`config.mk`:
```
export PLATFORM = sky130hd
export DESIGN_NAME = lbist_controller
export DESIGN_NICKNAME = d
export VERILOG_FILES = /design/src/rtl/lbist_pkg.sv /design/src/rtl/lbist_lfsr.sv /design/src/rtl/lbist_controller.sv
export SDC_FILE = /design/constraint.sdc
export NUM_CORES = 1
export LEC_CHECK = 0
export ABC_AREA = 1
export BUFFER_PORTS_ARGS = -buffer_cell sky130_fd_sc_hd__buf_4
export CAP_MARGIN = 5
export CORE_MARGIN = 2
export CORE_UTILIZATION = 26
export CTS_BUF_LIST = sky130_fd_sc_hd__clkbuf_8
export CTS_CLUSTER_DIAMETER = 30
export CTS_CLUSTER_SIZE = 10
export DETAILED_ROUTE_END_ITERATION = 16
export PLACE_DENSITY = 0.36
export SETUP_SLACK_MARGIN = 0.05
export SLEW_MARGIN = 20
export SYNTH_ARGS = -nofsm -noshare
export SYNTH_HDL_FRONTEND = slang
export SYNTH_HIERARCHICAL = 1
export SYNTH_SLANG_ARGS = --single-unit
```
`constraint.sdc`:
```
create_clock -name clk_i -period 2.13 [get_ports clk_i]
set_clock_uncertainty 0.1 [all_clocks]
set_input_delay 0.3195 -clock clk_i [delete_from_list [all_inputs] [get_ports clk_i]]
set_output_delay 0.3195 -clock clk_i [all_outputs]
set_load 0.01 [all_outputs]
```
`src/rtl/lbist_pkg.sv`:
```
// Shared types, default constants and the Galois LFSR step used by the logic-BIST controller.
package lbist_pkg;

  typedef enum logic [2:0] {
    ST_IDLE,
    ST_INIT,
    ST_SHIFT,
    ST_CAPTURE,
    ST_UNLOAD,
    ST_COMPARE,
    ST_DONE
  } lbist_state_e;

  localparam int unsigned DEF_LFSR_W = 32;
  localparam logic [DEF_LFSR_W-1:0] DEF_SEED = 32'h0000_0001;
  localparam logic [DEF_LFSR_W-1:0] DEF_POLY = 32'h8020_0003;

  // Widest register the step function supports; callers zero-extend and truncate.
  localparam int unsigned LFSR_MAX_W = 64;
  typedef logic [LFSR_MAX_W-1:0] lfsr_word_t;

  function automatic lfsr_word_t lfsr_next(input lfsr_word_t r, input lfsr_word_t poly,
                                           input int unsigned w);
    lfsr_word_t shifted;
    logic       msb;
    shifted = r << 1;
    msb     = |(r & (lfsr_word_t'(1) << (w - 1)));
    return shifted ^ (msb ? poly : '0);
  endfunction

endpackage

```
`src/rtl/lbist_lfsr.sv`:
```
// Galois LFSR with synchronous load and an XOR data input, used both as PRPG and as MISR.
module lbist_lfsr
  import lbist_pkg::*;
#(
  parameter int unsigned     W        = DEF_LFSR_W,
  parameter int unsigned     OUT_W    = W,
  parameter logic [W-1:0]    POLY     = DEF_POLY[W-1:0],
  parameter logic [W-1:0]    LOAD_VAL = '0
) (
  input  logic             clk_i,
  input  logic             rst_ni,
  input  logic             load_i,
  input  logic             en_i,
  input  logic [W-1:0]     data_i,
  output logic [OUT_W-1:0] state_o
);

  logic [W-1:0] state_q, state_d;

  // NOTE: every path assigns state_d because the hold value comes first; no latch is inferred.
  always_comb begin
    state_d = state_q;
    if (load_i) begin
      state_d = LOAD_VAL;
    end else if (en_i) begin
      state_d = W'(lfsr_next(LFSR_MAX_W'(state_q), LFSR_MAX_W'(POLY), W)) ^ data_i;
    end
  end

  // NOTE: sequential state is written with <= so every register samples pre-edge values.
  always_ff @(posedge clk_i or negedge rst_ni) begin
    if (!rst_ni) begin
      state_q <= LOAD_VAL;
    end else begin
      state_q <= state_d;
    end
  end

  assign state_o = state_q[OUT_W-1:0];

endmodule

```
`src/rtl/lbist_controller.sv`:
```
// Logic-BIST sequencer: PRPG drives scan chains, MISR compacts unloads, signature compared at the end.
module lbist_controller
  import lbist_pkg::*;
#(
  parameter int unsigned         N_CHAINS   = 4,
  parameter int unsigned         CHAIN_LEN  = 64,
  parameter int unsigned         N_PATTERNS = 1024,
  parameter int unsigned         LFSR_W     = DEF_LFSR_W,
  parameter logic [LFSR_W-1:0]   PRPG_SEED  = DEF_SEED[LFSR_W-1:0],
  parameter logic [LFSR_W-1:0]   PRPG_POLY  = DEF_POLY[LFSR_W-1:0],
  parameter logic [LFSR_W-1:0]   MISR_POLY  = DEF_POLY[LFSR_W-1:0],
  parameter logic [LFSR_W-1:0]   GOLDEN_SIG = '0
) (
  input  logic                clk_i,
  input  logic                rst_ni,
  input  logic                test_mode_i,
  input  logic                normal_test_i,
  output logic                scan_en_o,
  output logic [N_CHAINS-1:0] scan_in_o,
  input  logic [N_CHAINS-1:0] scan_out_i,
  output logic                busy_o,
  output logic                test_over_o,
  output logic                go_nogo_o
);

  localparam int unsigned SH_W  = $clog2(CHAIN_LEN);
  localparam int unsigned PAT_W = $clog2(N_PATTERNS + 1);

  lbist_state_e      state_q;
  logic [SH_W-1:0]   sh_cnt_q;
  logic [PAT_W-1:0]  pat_cnt_q;
  logic              norm_q;
  logic              scan_en_q, busy_q, test_over_q, go_nogo_q;

  logic                start, shifting, misr_en, sh_last;
  logic [N_CHAINS-1:0] prpg_bits;
  logic [LFSR_W-1:0]   misr;

  assign start    = normal_test_i & ~norm_q & test_mode_i;
  assign shifting = (state_q == ST_SHIFT) || (state_q == ST_UNLOAD);
  assign sh_last  = (sh_cnt_q == SH_W'(CHAIN_LEN - 1));
  // The first pattern's unload carries the unknown power-on chain contents, so it is not compacted.
  assign misr_en  = ((state_q == ST_SHIFT) && (pat_cnt_q != '0)) || (state_q == ST_UNLOAD);

  lbist_lfsr #(
    .W       (LFSR_W),
    .OUT_W   (N_CHAINS),
    .POLY    (PRPG_POLY),
    .LOAD_VAL(PRPG_SEED)
  ) u_prpg (
    .clk_i  (clk_i),
    .rst_ni (rst_ni),
    .load_i (state_q == ST_INIT),
    .en_i   (shifting),
    .data_i ('0),
    .state_o(prpg_bits)
  );

  lbist_lfsr #(
    .W       (LFSR_W),
    .OUT_W   (LFSR_W),
    .POLY    (MISR_POLY),
    .LOAD_VAL('0)
  ) u_misr (
    .clk_i  (clk_i),
    .rst_ni (rst_ni),
    .load_i (state_q == ST_INIT),
    .en_i   (misr_en),
    .data_i (LFSR_W'(scan_out_i)),
    .state_o(misr)
  );

  always_ff @(posedge clk_i or negedge rst_ni) begin
    if (!rst_ni) begin
      state_q     <= ST_IDLE;
      sh_cnt_q    <= '0;
      pat_cnt_q   <= '0;
      norm_q      <= 1'b0;
      scan_en_q   <= 1'b0;
      busy_q      <= 1'b0;
      test_over_q <= 1'b0;
      go_nogo_q   <= 1'b0;
    end else begin
      norm_q <= normal_test_i;
      if (!test_mode_i && (state_q != ST_IDLE)) begin
        state_q     <= ST_IDLE;
        scan_en_q   <= 1'b0;
        busy_q      <= 1'b0;
        test_over_q <= 1'b0;
        go_nogo_q   <= 1'b0;
      end else begin
        unique case (state_q)
          ST_IDLE: begin
            if (start) begin
              state_q <= ST_INIT;
              busy_q  <= 1'b1;
            end
          end
          ST_INIT: begin
            sh_cnt_q    <= '0;
            pat_cnt_q   <= '0;
            test_over_q <= 1'b0;
            go_nogo_q   <= 1'b0;
            scan_en_q   <= 1'b1;
            state_q     <= ST_SHIFT;
          end
          ST_SHIFT: begin
            if (sh_last) begin
              scan_en_q <= 1'b0;
              state_q   <= ST_CAPTURE;
            end else begin
              sh_cnt_q <= sh_cnt_q + SH_W'(1);
            end
          end
          ST_CAPTURE: begin
            pat_cnt_q <= pat_cnt_q + PAT_W'(1);
            sh_cnt_q  <= '0;
            scan_en_q <= 1'b1;
            state_q   <= (pat_cnt_q == PAT_W'(N_PATTERNS - 1)) ? ST_UNLOAD : ST_SHIFT;
          end
          ST_UNLOAD: begin
            if (sh_last) begin
              scan_en_q <= 1'b0;
              state_q   <= ST_COMPARE;
            end else begin
              sh_cnt_q <= sh_cnt_q + SH_W'(1);
            end
          end
          ST_COMPARE: begin
            go_nogo_q   <= (misr == GOLDEN_SIG);
            test_over_q <= 1'b1;
            busy_q      <= 1'b0;
            state_q     <= ST_DONE;
          end
          ST_DONE: begin
            if (start) begin
              state_q     <= ST_INIT;
              busy_q      <= 1'b1;
              test_over_q <= 1'b0;
              go_nogo_q   <= 1'b0;
            end
          end
          default: state_q <= ST_IDLE;
        endcase
      end
    end
  end

  assign scan_en_o   = scan_en_q;
  assign scan_in_o   = shifting ? prpg_bits : '0;
  assign busy_o      = busy_q;
  assign test_over_o = test_over_q;
  assign go_nogo_o   = go_nogo_q;

endmodule

```
; ---- After elaboration in Yosys (flattened, before gate mapping)
; Cells that the tools add are included.
[word_totals]
reg_bits = 89
input_bits = 8
out_inout_bits = 8
[op_classes]
add_sub_neg = 2
n_eq_ne = 14
mux = 27
bitwise_logic = 7
n_reduce_logical = 25
[ops]
columns = op, n
row1 = 2-to-1 mux 32 bit, 6
row2 = XOR 32 bit, 2
row3 = zero test 32 bit, 1
row4 = XOR 32 x 4 -> 32 bit, 1
row5 = one-hot mux 11 bit (2 select lines), 1
row6 = one-hot mux 3 bit (6 select lines), 1
row7 = 2-to-1 mux 3 bit, 5
row8 = one-hot mux 6 bit (2 select lines), 1
row9 = "adder 11 x 1 -> 11 bit, second input constant", 1
row10 = "== test 11 x 10 -> 1 bit, second input constant", 1
row11 = nonzero test 11 bit, 1
row12 = "== test 3 bit, second input constant", 3
row13 = nonzero test 3 bit, 3
row14 = AND reduction 2 bit, 4
row15 = nonzero test 2 bit, 4
row16 = 2-to-1 mux 1 bit, 7
row17 = "adder 6 x 1 -> 6 bit, second input constant", 1
row18 = "== test 3 x 2 -> 1 bit, second input constant", 2
row19 = "== test 6 bit, second input constant", 1
row20 = 2-to-1 mux 6 bit, 1
row21 = "inequality test 3 x 1 -> 1 bit, second input constant", 2
row22 = "inequality test 3 x 2 -> 1 bit, second input constant", 2
row23 = one-hot mux 1 bit (3 select lines), 2
row24 = AND reduction 3 bit, 2
row25 = 13 further kinds, 20

; ---- Depth between registers and ports, before layout
[depth]
depth_word = 6
ltp_mapped = 12
ltp_nobuf = 9

; ---- Modules after synthesis
; The synthesis kept the hierarchy.
[modules_own_cells]
columns = module, instances, cells_each, area_per_inst_um2, seq_area_each_um2
row1 = lbist_controller, 1, 247, 1710.4, 625.6
row2 = lbist_lfsr (u_misr), 1, 159, 1552.7, 800.8
row3 = lbist_lfsr (u_prpg), 1, 165, 1539.0, 802.0

; ---- Worst setup path before layout
; OpenSTA, ideal clock, no wires.
[synth_path]
path_type = register to register
startpoint = register state_q[1] (netlist name)
endpoint = register u_misr.state_q[16], in the netlist u_misr/state_o[16]
setup_time_ps = 74
arrival_time_ps = 1668
t_required_ps = 1956
path_slack_ps = 288
stages_incl_launch_ff = 13
n_path_buf = 3
synth_period_minus_slack_ps = 1842
path_cell_list = dfrtp_1 buf_6 nor2_2 nand2_2 nand2_4 inv_4 a31oi_1 inv_1 nor2_4 inv_2 buf_6 buf_6 o21ai_2
[synth_lines]
columns = item, line_no
row1 = "end signal, assigned", lbist_lfsr.sv:35  ; state_q <= state_d;
row2 = "end, declared", lbist_lfsr.sv:18  ; logic [W-1:0] state_q, state_d;

==> run_results.csv <==
group,metric,value,unit
status,status,"completed",
final_layout,area_growth,19.4,%
global_route,gr-total-overflow,0,
sta,fin_crit_sh,93.6,%
setup_path,critPathKind,"flip-flop to primary output",
synth,synth_top_area_share,45.9,%
sta,finalSetupViolCount,0,
cts,cts_tree,"done",
synth,async_reset_ff_share,100,%
power_and_ir_drop,pwr-share-comb,44.3,%
die,die_h,140,um
power_and_ir_drop,p_total,6790,uW
synth,syn_avg_cell_area,8.41,sq um
global_route,track_usage,11.3,%
setup_path,startpoint_type,"flip-flop",
place,dp_cells,873,
synth,synth_edf_count,0,
place,portBuffers,15,
power_and_ir_drop,p_clk_share,16.2,%
worst_hold_path,hp-class,"input port to flip-flop",
sta,timing.final.max_slew_violations,0,
final_layout,fin_nets,671,
synth,syn_inst,571,
place,place.detailed.hpwl,6820,um
synth,yosys_register_bits,89,
cts,clk_pin_slew,0.09,ns
routing,wl,10200,um
sta,rsz0062_at_grt,"no",
routing,num_vias,3664,
synth,synth_common_cells,"150 x nand2_1, 88 x dfrtp_1, 58 x xnor2_1",
place,gp_congestion,0.818,
cts,htreeDepth,3,
die,rows,49,
routing,first_iter_violations,196,
die,ios,16,
sta,fmax,501,MHz
die,die_area,19600,sq um
power_and_ir_drop,vdd_ir_drop_max,0.365,mV
setup_path,crit_arrival,1.57,ns
synth,synth_area_leaders,"dfrtp_1 46%, nand2_1 12%, xnor2_1 11%",
global_route,grt_pass1_vias,3688,
cts,insertion_delay,0.37,ns
power_and_ir_drop,p_sw,2820,uW
die,die_x,140,um
die,core,18000,sq um
setup_path,end_kind,"primary output",
global_route,grt_max_degree,35,
setup_path,crit_required,1.71,ns
synth,synth_cell_type_count,37,
die,initial_core_util,26.6,%
setup_path,crit_path_max_fanout,6,
final_layout,fillCellCount,1910,
job,cap_violations,0,
final_layout,stdcell_count,894,
routing,ant_nets,0,
final_layout,antennaDiodeCount,0,
cts,cts_buffers,9,
routing,wl_per_cell,11.4,um
final_layout,drive_gt1_share,14.3,%
sta,timing_hold_violations_final,0,
power_and_ir_drop,p_int,3970,uW
synth,yosys.area.top_type,"dfrtp_1",
power_and_ir_drop,swShare,41.5,%
power_and_ir_drop,power.leakage,0.00266,uW
setup_path,r2r_slack,0.20,ns
cts,clock_sinks,89,
place,place_area,5490,sq um
synth,ys.flop_type,"dfrtp_1",
global_route,antenna_found_initial,0,
routing,vias_per_cell,4.10,
power_and_ir_drop,p_per_area,1180,nW/um^2
synth,ys_seq_area_share,46.4,%
sta,setup_tns,0,ns
global_route,grt_first_pass_wirelength,17900,um
synth,ys_warn_count,6,
sta,period_needed,1.99,ns
cts,clk_path_buf_depth,2,
synth,syn_area,4800,sq um
synth,synth.most_common_cell,"nand2_1",
final_layout,fin_area,5740,sq um
routing,drcViolationCount,0,
cts,cts_root_buf,"clkbuf_8",
routing,first_pass_iters,4,
power_and_ir_drop,p_seq_share,39.6,%
==> worst paths after layout <==
| check | depth (start not counted) | startpoint | end |
|---|---|---|---|
| max | 7 | state_q[0]$_DFFE_PN0P_ | scan_in_o[1] |
| min | 3 | scan_out_i[0] | u_misr/state_o[0]$_DFFE_PN0P_ |
| max reg2reg | 7 | pat_cnt_q[6]$_DFFE_PN0P_ | u_misr/state_o[14]$_DFFE_PN0P_ |
| min reg2reg | 2 | scan_en_o$_DFFE_PN0P_ | scan_en_o$_DFFE_PN0P_ |
| max in group asynchronous | 3 | rst_ni | u_prpg/state_q[0]$_DFFE_PN1P_ |
| min in group asynchronous | 2 | rst_ni | u_prpg/state_q[6]$_DFFE_PN0P_ |
==> power by group through the flow <==
stage	combinational, uW	clock [uW]	sequential (uW)
detailed placement	2960	0	2720
CTS	2990	1170	2700
finish	3010	1100	2690
global route	3440	1230	2780
floorplan	2240	0	2590
global placement	2950	0	2710
==> worst max-delay path, cell delays in order (launching register included) <==
cell and delay [ns]:
dfrtp_2 0.48, nor2_4 0.16, nand2_2 0.09, nand2_4 0.09, inv_4 0.04, buf_6 0.13, nor2_1 0.09, buf_4 0.13
==> per-layer routing <==
metal / track usage (%) / wire length, um / vias up
li1: - / - / 1928
met1: 15.2 / 5330 / 1692
met2: 17.2 / 4400 / 29
met3: 2.26 / 238 / 15
met4: 5.63 / 223 / 0
met5: 0 / 0 / -
==> final cells by class <==
type / instances / area [sq um] / share of cell area (%)
multi-input combinational: 478 / 2520 / 44.0
sequential: 89 / 2230 / 38.9
clock inverter: 5 / 23.8 / 0.414
clock buffer: 11 / 151 / 2.64
timing repair buffer: 33 / 332 / 5.78
inverter: 49 / 189 / 3.29
tap: 229 / 287 / 5.00
==> registers in the layout, indices dropped and copies added, names as in the netlist <==
signal / flops
pat_cnt_q: 11
u_prpg/state_q: 32
u_misr/state_o: 32
test_over_o: 1
sh_cnt_q: 6
scan_en_o: 1
norm_q: 1
go_nogo_o: 1
busy_o: 1
state_q: 3
==> per-stage QoR <==
stage / utilization [%] / setup slack (ns) / hold WS (ns)
after global placement: 30.4 / 0.212 / 0.182
after CTS: 31.6 / 0.0642 / 0.0994
final: 31.8 / 0.136 / 0.121
after floorplan: - / 0.288 / -0.0761
after detailed placement: 30.4 / 0.129 / 0.184
after global routing: 31.8 / 0.0413 / 0.115
==> cells by family (layout without fill, tap and decap cells) <==
group	Yosys count	in the layout	synth area share, %
other	1	65	0.0781
buffers and inverters	68	98	6.67
adders and majority gates	3	3	0.782
DFF	89	89	46.4
xor gates and xnor gates	60	60	10.9
and+or+nand+nor	273	273	25.4
AOI/OAI and AO/OA	77	77	9.74
==> layout by cell type (no fill, tap or decap), drive strengths merged <==
| cell | count |
|---|---|
| o31ai | 2 |
| clkinvlp | 1 |
| dfrtp | 88 |
| o22ai | 5 |
| xnor2 | 58 |
| a22oi | 1 |
| a21o | 1 |
| nor3 | 4 |
| o21ai | 65 |
| a21oi | 1 |
| buf | 31 |
| conb | 65 |
| nor4 | 1 |
| nor2 | 61 |
| clkinv | 1 |
| ha | 3 |
| xor2 | 2 |
| dlygate4sd3 | 2 |
| nand4 | 9 |
| dfstp | 1 |
| a31oi | 2 |
| inv | 52 |
| clkbuf | 11 |
| nand2 | 162 |
| nand3b | 7 |
| nand3 | 29 |
==> repair_timing <==
item                       in CTS  in global routing
setup buffers                   0                  3
setup endpoints to repair       4                 32
pin swaps                       0                  1
hold buffers                    2                  0
resized for setup               3                  7
hold endpoints to repair       26                  0
No activity file was read; power rests on OpenSTA's default activity.
